===== src/rtl/rv32im_fetch_unit.sv =====
// Fetch stage: owns the fetch PC, keeps one imem request in flight, buffers words+PCs for decode.
// Latency: ack in cycle N shows up on instr_valid_o in N+1; one word per cycle with zero-wait memory.
// Backpressure: no request is issued unless the prefetch FIFO has room; req resumes after the next pop.

module fifo #(
  parameter int WIDTH = 32,
  parameter int DEPTH = 4
) (
  input  logic                   clk,
  input  logic                   rst,
  input  logic                   flush,
  input  logic                   push,
  input  logic [WIDTH-1:0]       push_dat,
  input  logic                   pop,
  output logic [WIDTH-1:0]       head_dat,
  output logic [$clog2(DEPTH):0] count
);
  localparam int PW = $clog2(DEPTH);

  logic [WIDTH-1:0] mem [DEPTH];
  logic [PW-1:0]    wr_ptr;
  logic [PW-1:0]    rd_ptr;
  logic             do_pop;

  assign do_pop   = pop && (count != '0);
  assign head_dat = mem[rd_ptr];

  always_ff @(posedge clk or posedge rst) begin
    if (rst) begin
      wr_ptr <= '0;
      rd_ptr <= '0;
      count  <= '0;
    end else if (flush) begin
      wr_ptr <= '0;
      rd_ptr <= '0;
      count  <= '0;
    end else begin
      if (push)   wr_ptr <= wr_ptr + 1'b1;
      if (do_pop) rd_ptr <= rd_ptr + 1'b1;
      case ({push, do_pop})
        2'b10:   count <= count + 1'b1;
        2'b01:   count <= count - 1'b1;
        default: count <= count;
      endcase
    end
  end

  // Storage needs no reset: head is masked by count at the consumer.
  always_ff @(posedge clk) begin
    if (push && !flush) mem[wr_ptr] <= push_dat;
  end
endmodule

module rv32im_fetch_unit #(
  parameter int                        API_DATA_WIDTH = 32,
  parameter logic [API_DATA_WIDTH-1:0] RESET_PC       = '0,
  parameter int                        FIFO_DEPTH     = 4
) (
  input  logic                      clk,
  input  logic                      rst,
  output logic                      imem_req_o,
  output logic [API_DATA_WIDTH-1:0] imem_addr_o,
  input  logic                      imem_ack_i,
  input  logic [API_DATA_WIDTH-1:0] imem_rdata_i,
  input  logic                      redirect_i,
  input  logic [API_DATA_WIDTH-1:0] redirect_pc_i,
  output logic                      instr_valid_o,
  input  logic                      instr_ready_i,
  output logic [API_DATA_WIDTH-1:0] instruction_o,
  output logic [API_DATA_WIDTH-1:0] pc_o
);
  localparam int                        CW      = $clog2(FIFO_DEPTH) + 1;
  localparam logic [CW-1:0]             DEPTH_C = CW'(FIFO_DEPTH);
  localparam logic [API_DATA_WIDTH-1:0] NOP     = API_DATA_WIDTH'(32'h0000_0013);

  typedef enum logic [1:0] {IDLE, REQ, REQ_DROP} state_t;

  typedef struct packed {
    logic [API_DATA_WIDTH-1:0] pc;
    logic [API_DATA_WIDTH-1:0] instr;
  } fetch_entry_t;

  state_t                    state;
  logic [API_DATA_WIDTH-1:0] fetch_pc;
  logic [API_DATA_WIDTH-1:0] redirect_target;
  logic [CW-1:0]             count;
  logic [CW-1:0]             count_left;
  logic                      pop;
  logic                      push;
  logic                      space;
  logic                      room;
  fetch_entry_t              push_entry;
  fetch_entry_t              head;
  logic                      unused_redirect_lsbs;

  assign pop             = instr_valid_o & instr_ready_i;
  assign count_left      = count - CW'(pop);
  assign space           = count_left < DEPTH_C;
  assign room            = (count_left + 1'b1) < DEPTH_C;
  assign push            = (state == REQ) & imem_ack_i & ~redirect_i;
  assign redirect_target = {redirect_pc_i[API_DATA_WIDTH-1:2], 2'b00};
  assign unused_redirect_lsbs = ^redirect_pc_i[1:0];

  always_comb begin
    push_entry       = '0;
    push_entry.pc    = fetch_pc;
    push_entry.instr = imem_rdata_i;
  end

  fifo #(
    .WIDTH ($bits(fetch_entry_t)),
    .DEPTH (FIFO_DEPTH)
  ) u_prefetch (
    .clk      (clk),
    .rst      (rst),
    .flush    (redirect_i),
    .push     (push),
    .push_dat (push_entry),
    .pop      (pop),
    .head_dat (head),
    .count    (count)
  );

  assign instr_valid_o = (count != '0);
  assign instruction_o = instr_valid_o ? head.instr : NOP;
  assign pc_o          = instr_valid_o ? head.pc : '0;

  // imem_addr_o only moves when a new request is launched, so it holds while waiting for ack.
  always_ff @(posedge clk or posedge rst) begin
    if (rst) begin
      state       <= IDLE;
      imem_req_o  <= 1'b0;
      imem_addr_o <= RESET_PC;
      fetch_pc    <= RESET_PC;
    end else if (redirect_i) begin
      fetch_pc <= redirect_target;
      case (state)
        REQ: begin
          if (imem_ack_i) begin
            state      <= IDLE;
            imem_req_o <= 1'b0;
          end else begin
            state <= REQ_DROP;
          end
        end
        REQ_DROP: begin
          if (imem_ack_i) begin
            state      <= IDLE;
            imem_req_o <= 1'b0;
          end
        end
        default: state <= IDLE;
      endcase
    end else begin
      case (state)
        IDLE: begin
          if (space) begin
            state       <= REQ;
            imem_req_o  <= 1'b1;
            imem_addr_o <= fetch_pc;
          end
        end
        REQ: begin
          if (imem_ack_i) begin
            fetch_pc <= fetch_pc + API_DATA_WIDTH'(4);
            if (room) begin
              imem_addr_o <= fetch_pc + API_DATA_WIDTH'(4);
            end else begin
              state      <= IDLE;
              imem_req_o <= 1'b0;
            end
          end
        end
        REQ_DROP: begin
          if (imem_ack_i) begin
            state      <= IDLE;
            imem_req_o <= 1'b0;
          end
        end
        default: begin
          state      <= IDLE;
          imem_req_o <= 1'b0;
        end
      endcase
    end
  end
endmodule


===== config.mk =====
export PLATFORM = sky130hd
export DESIGN_NAME = rv32im_fetch_unit
export DESIGN_NICKNAME = d
export VERILOG_FILES = /design/src/rtl/rv32im_fetch_unit.sv
export SDC_FILE = /design/constraint.sdc
export NUM_CORES = 1
export LEC_CHECK = 0
export ABC_AREA = 1
export BUFFER_PORTS_ARGS = -buffer_cell sky130_fd_sc_hd__buf_2
export CORE_ASPECT_RATIO = 1.75
export CORE_UTILIZATION = 59
export CTS_BUF_LIST = sky130_fd_sc_hd__clkbuf_16
export DETAILED_ROUTE_END_ITERATION = 10
export GPL_TIMING_DRIVEN = 0
export PLACE_DENSITY = 0.82
export REMOVE_ABC_BUFFERS = 1
export SYNTH_ARGS = -nofsm -noshare
export SYNTH_HDL_FRONTEND = slang
export SYNTH_HIERARCHICAL = 1
export SYNTH_SLANG_ARGS = --single-unit
export TNS_END_PERCENT = 5

===== constraint.sdc =====
create_clock -name clk -period 5.56 [get_ports clk]
set_clock_uncertainty 0.2 [all_clocks]
set_input_delay 0 -clock clk [delete_from_list [all_inputs] [get_ports clk]]
set_output_delay 0 -clock clk [all_outputs]
set_load 0.005 [all_outputs]

==> out/metrics.cfg <==
[run_status]
outcome=complete, no violations

[cells_and_area]
n_antenna_cell=0
stdcell_count=2073
final_nets=1820
fin_util_pct=75.1
syn2layout_area_growth_pct=24.2
layout-drive-gt1-share_pct=18.8

[power_and_ir_drop]
combPwrFrac_pct=19.5
power_leakage_nw=7.63
vdd_drop_max_uv=389
sw_frac_of_total_pct=28.9
intPower_w=0.00446
p_switching_w=0.00182
power_density_nw_per_um2=337
clkPwrFrac_pct=31.8
pwr-share-seq_pct=48.7

[route]
viasPerCell=5.58
wl_um=36800
drt_iter0_drc=853
detail-route-antenna-nets=0
post_drt_wl_per_cell_um=17.8
dr.pass1.iters=5
num_vias=11600
drc=0

[floorplanning]
io_pins=167
die_w_um=123
die_area_um2=26100
start_util_pct=60.5
core_area_um2=24800
die_h_um=213
num_rows=76

[global_routing]
grt_pass1_vias=11800
antenna_found_initial=0
track_usage_pct=28.7
grt.overflow.total=0
grt_first_pass_wirelength_um=57400
grt_max_degree=132

[logic_synthesis]
yosys.cell_count.top_type=nand2_1
yosysTopAreaCell=edfxtp_1
ys.flop_type=edfxtp_1
synth.area.top_cells=edfxtp_1 (51%), dfrtp_1 (12%), nand2_1 (7.4%), nor2_1 (5.9%), o21ai_0 (3.9%)
synthArstFlopShare_pct=21.5
synth_area_um2=15000
syn_avg_cell_area_um2=10.4
synth_top_cells_by_count=nand2_1 (294), edfxtp_1 (256), nor2_1 (236)
ys_seq_area_share_pct=62.9
yosysWarnings=6
ys_ff_latch=326
synth_edf_count=256
synth_top_area_share_pct=51.2
syn_inst=1436
synth_cell_type_count=37

[sta]
grt_setup_unrepaired=no
slew_headroom_pct=4.95
timing.hold.ws_ns=0.00779
setup_viol=0
clock.fmax_ghz=0.225
finalSetupTns_ns=0
hold_violations=0
period_minus_slack_ns=4.44
tightest_slew_ns=1.43
timing.final.crit_share_pct=79.9
finalMaxSlewViolations=0

[placement]
port_buffers=162
place.gp.congestion=0.875
post-place-cells=1863
dp_hpwl_um=20700

[cts]
post-cts-setup-buffer-count=0
cts_tree=done
cts.sinks=326
cts_resized=0
htreeDepth=1
clk_path_buf_depth=3
postCtsHoldBufs=159
clk_latency_ns=0.58
path_clk_slew_ns=0.08
cts_inserted_buffers=28
cts_root_buffer=clkbuf_16

[critical_path]
path_class=reg -> reg
cp.arrival_ns=4.49
crit_fanout=50
cp.required_ns=5.61
end_kind=flop
start_kind=flop

[run]
maxCapViolations=0

[worst_hold_path]
hold_class=in -> reg

[critical path, stage by stage (launching register included)]
cell     delay [ns]
dfrtp_1        0.42
inv_1          0.12
ha_2           0.85
nand2_1        0.25
nor2_4         0.76
nand2_1        0.48
nor2_4         0.75
buf_12         0.28
[metal layers]
metal	vias to the layer above	share of wire (%)	GRT usage, %
li1	5409	-	-
met1	5621	37	32.1
met2	419	53	51.7
met3	112	5.0	3.39
met4	0	5.0	17.1
met5	-	0	0
[layout make-up]
cell class | count | area, um^2
tap | 312 | 390
timing repair buffer | 337 | 2680
inverter | 126 | 478
sequential | 326 | 9440
multi-input combinational | 921 | 4700
clock inverter | 23 | 244
clock buffer | 28 | 701
fill | 1589 | 6180
[flip-flops by register name (all words and copies together) (netlist names)]
register	flops
u_prefetch/rd_ptr	2
u_prefetch/mem	256
imem_req_o	1
u_prefetch/count	3
state	2
u_prefetch/wr_ptr	2
fetch_pc	30
imem_addr_o	30
[path summary, 6_finish.rpt]
| path | from | endpoint | slack, ns | cells after the start |
|---|---|---|---|---|
| setup / recovery | state[1] | u_prefetch/mem[1][14] | 1.12 | 7 |
| hold / removal | imem_rdata_i[31] | u_prefetch/mem[0][31] | 0.008 | 2 |
| setup reg to reg | state[1] | u_prefetch/mem[1][14] | 1.12 | 7 |
| hold reg to reg | imem_addr_o[31] | imem_addr_o[31] | 0.28 | 2 |
| max in group asynchronous | rst | imem_addr_o[10] | 4.00 | 5 |
| min in group asynchronous | rst | u_prefetch/rd_ptr[0] | 0.40 | 4 |
[cell usage in the layout (no fill, tap or decap), types with 3 or more instances in the layout]
cell type	n
o22ai_1	34
clkbuf_16	28
inv_2	7
o211ai_1	14
dfrtp_1	68
o21ai_1	30
xnor2_1	4
nor2_1	231
nand2_2	5
clkinv_1	6
o22ai_2	31
o21ai_0	118
o21ai_2	5
a21oi_1	3
inv_1	118
buf_6	4
clkinv_2	6
buf_2	162
nand2_1	294
bufinv_16	4
nor2_2	8
ha_1	9
dlygate4sd3_1	159
clkinvlp_4	4
nor2_4	41
xor2_1	5
buf_12	10
or2_2	4
edfxtp_1	256
nand3_1	65
conb_1	10
[logic make-up after synthesis]
family	Yosys count	share of synthesized area (%)
XOR/XNOR	9	0.525
flip-flops	326	62.9
buffers and inverters	198	6.29
AO/OA/AOI/OAI	236	10.1
other	1	0.0250
AND/OR/NAND/NOR	655	19.2
adder cells (fa/ha/maj)	11	0.967
[power groups by stage]
stage               Clock, W  Sequential [W]  Combinational (W)
detailed placement         0         0.00309            0.00104
finish               0.00200         0.00306            0.00123
global route         0.00212         0.00308            0.00136
global placement           0         0.00309            0.00101
floorplan                  0         0.00306           0.000630
CTS                  0.00202         0.00304            0.00118
[through the flow]
step	area, um^2	power, W	worst slack [ns]
final	18600	0.00628	1.12
after global routing	18600	0.00656	0.910
after CTS	18600	0.00624	1.17
after detailed placement	16100	0.00413	1.21
after global placement	15800	0.00410	-4.60
after floorplan	14600	0.00369	-0.842
Power figures use the tool's default switching activity.
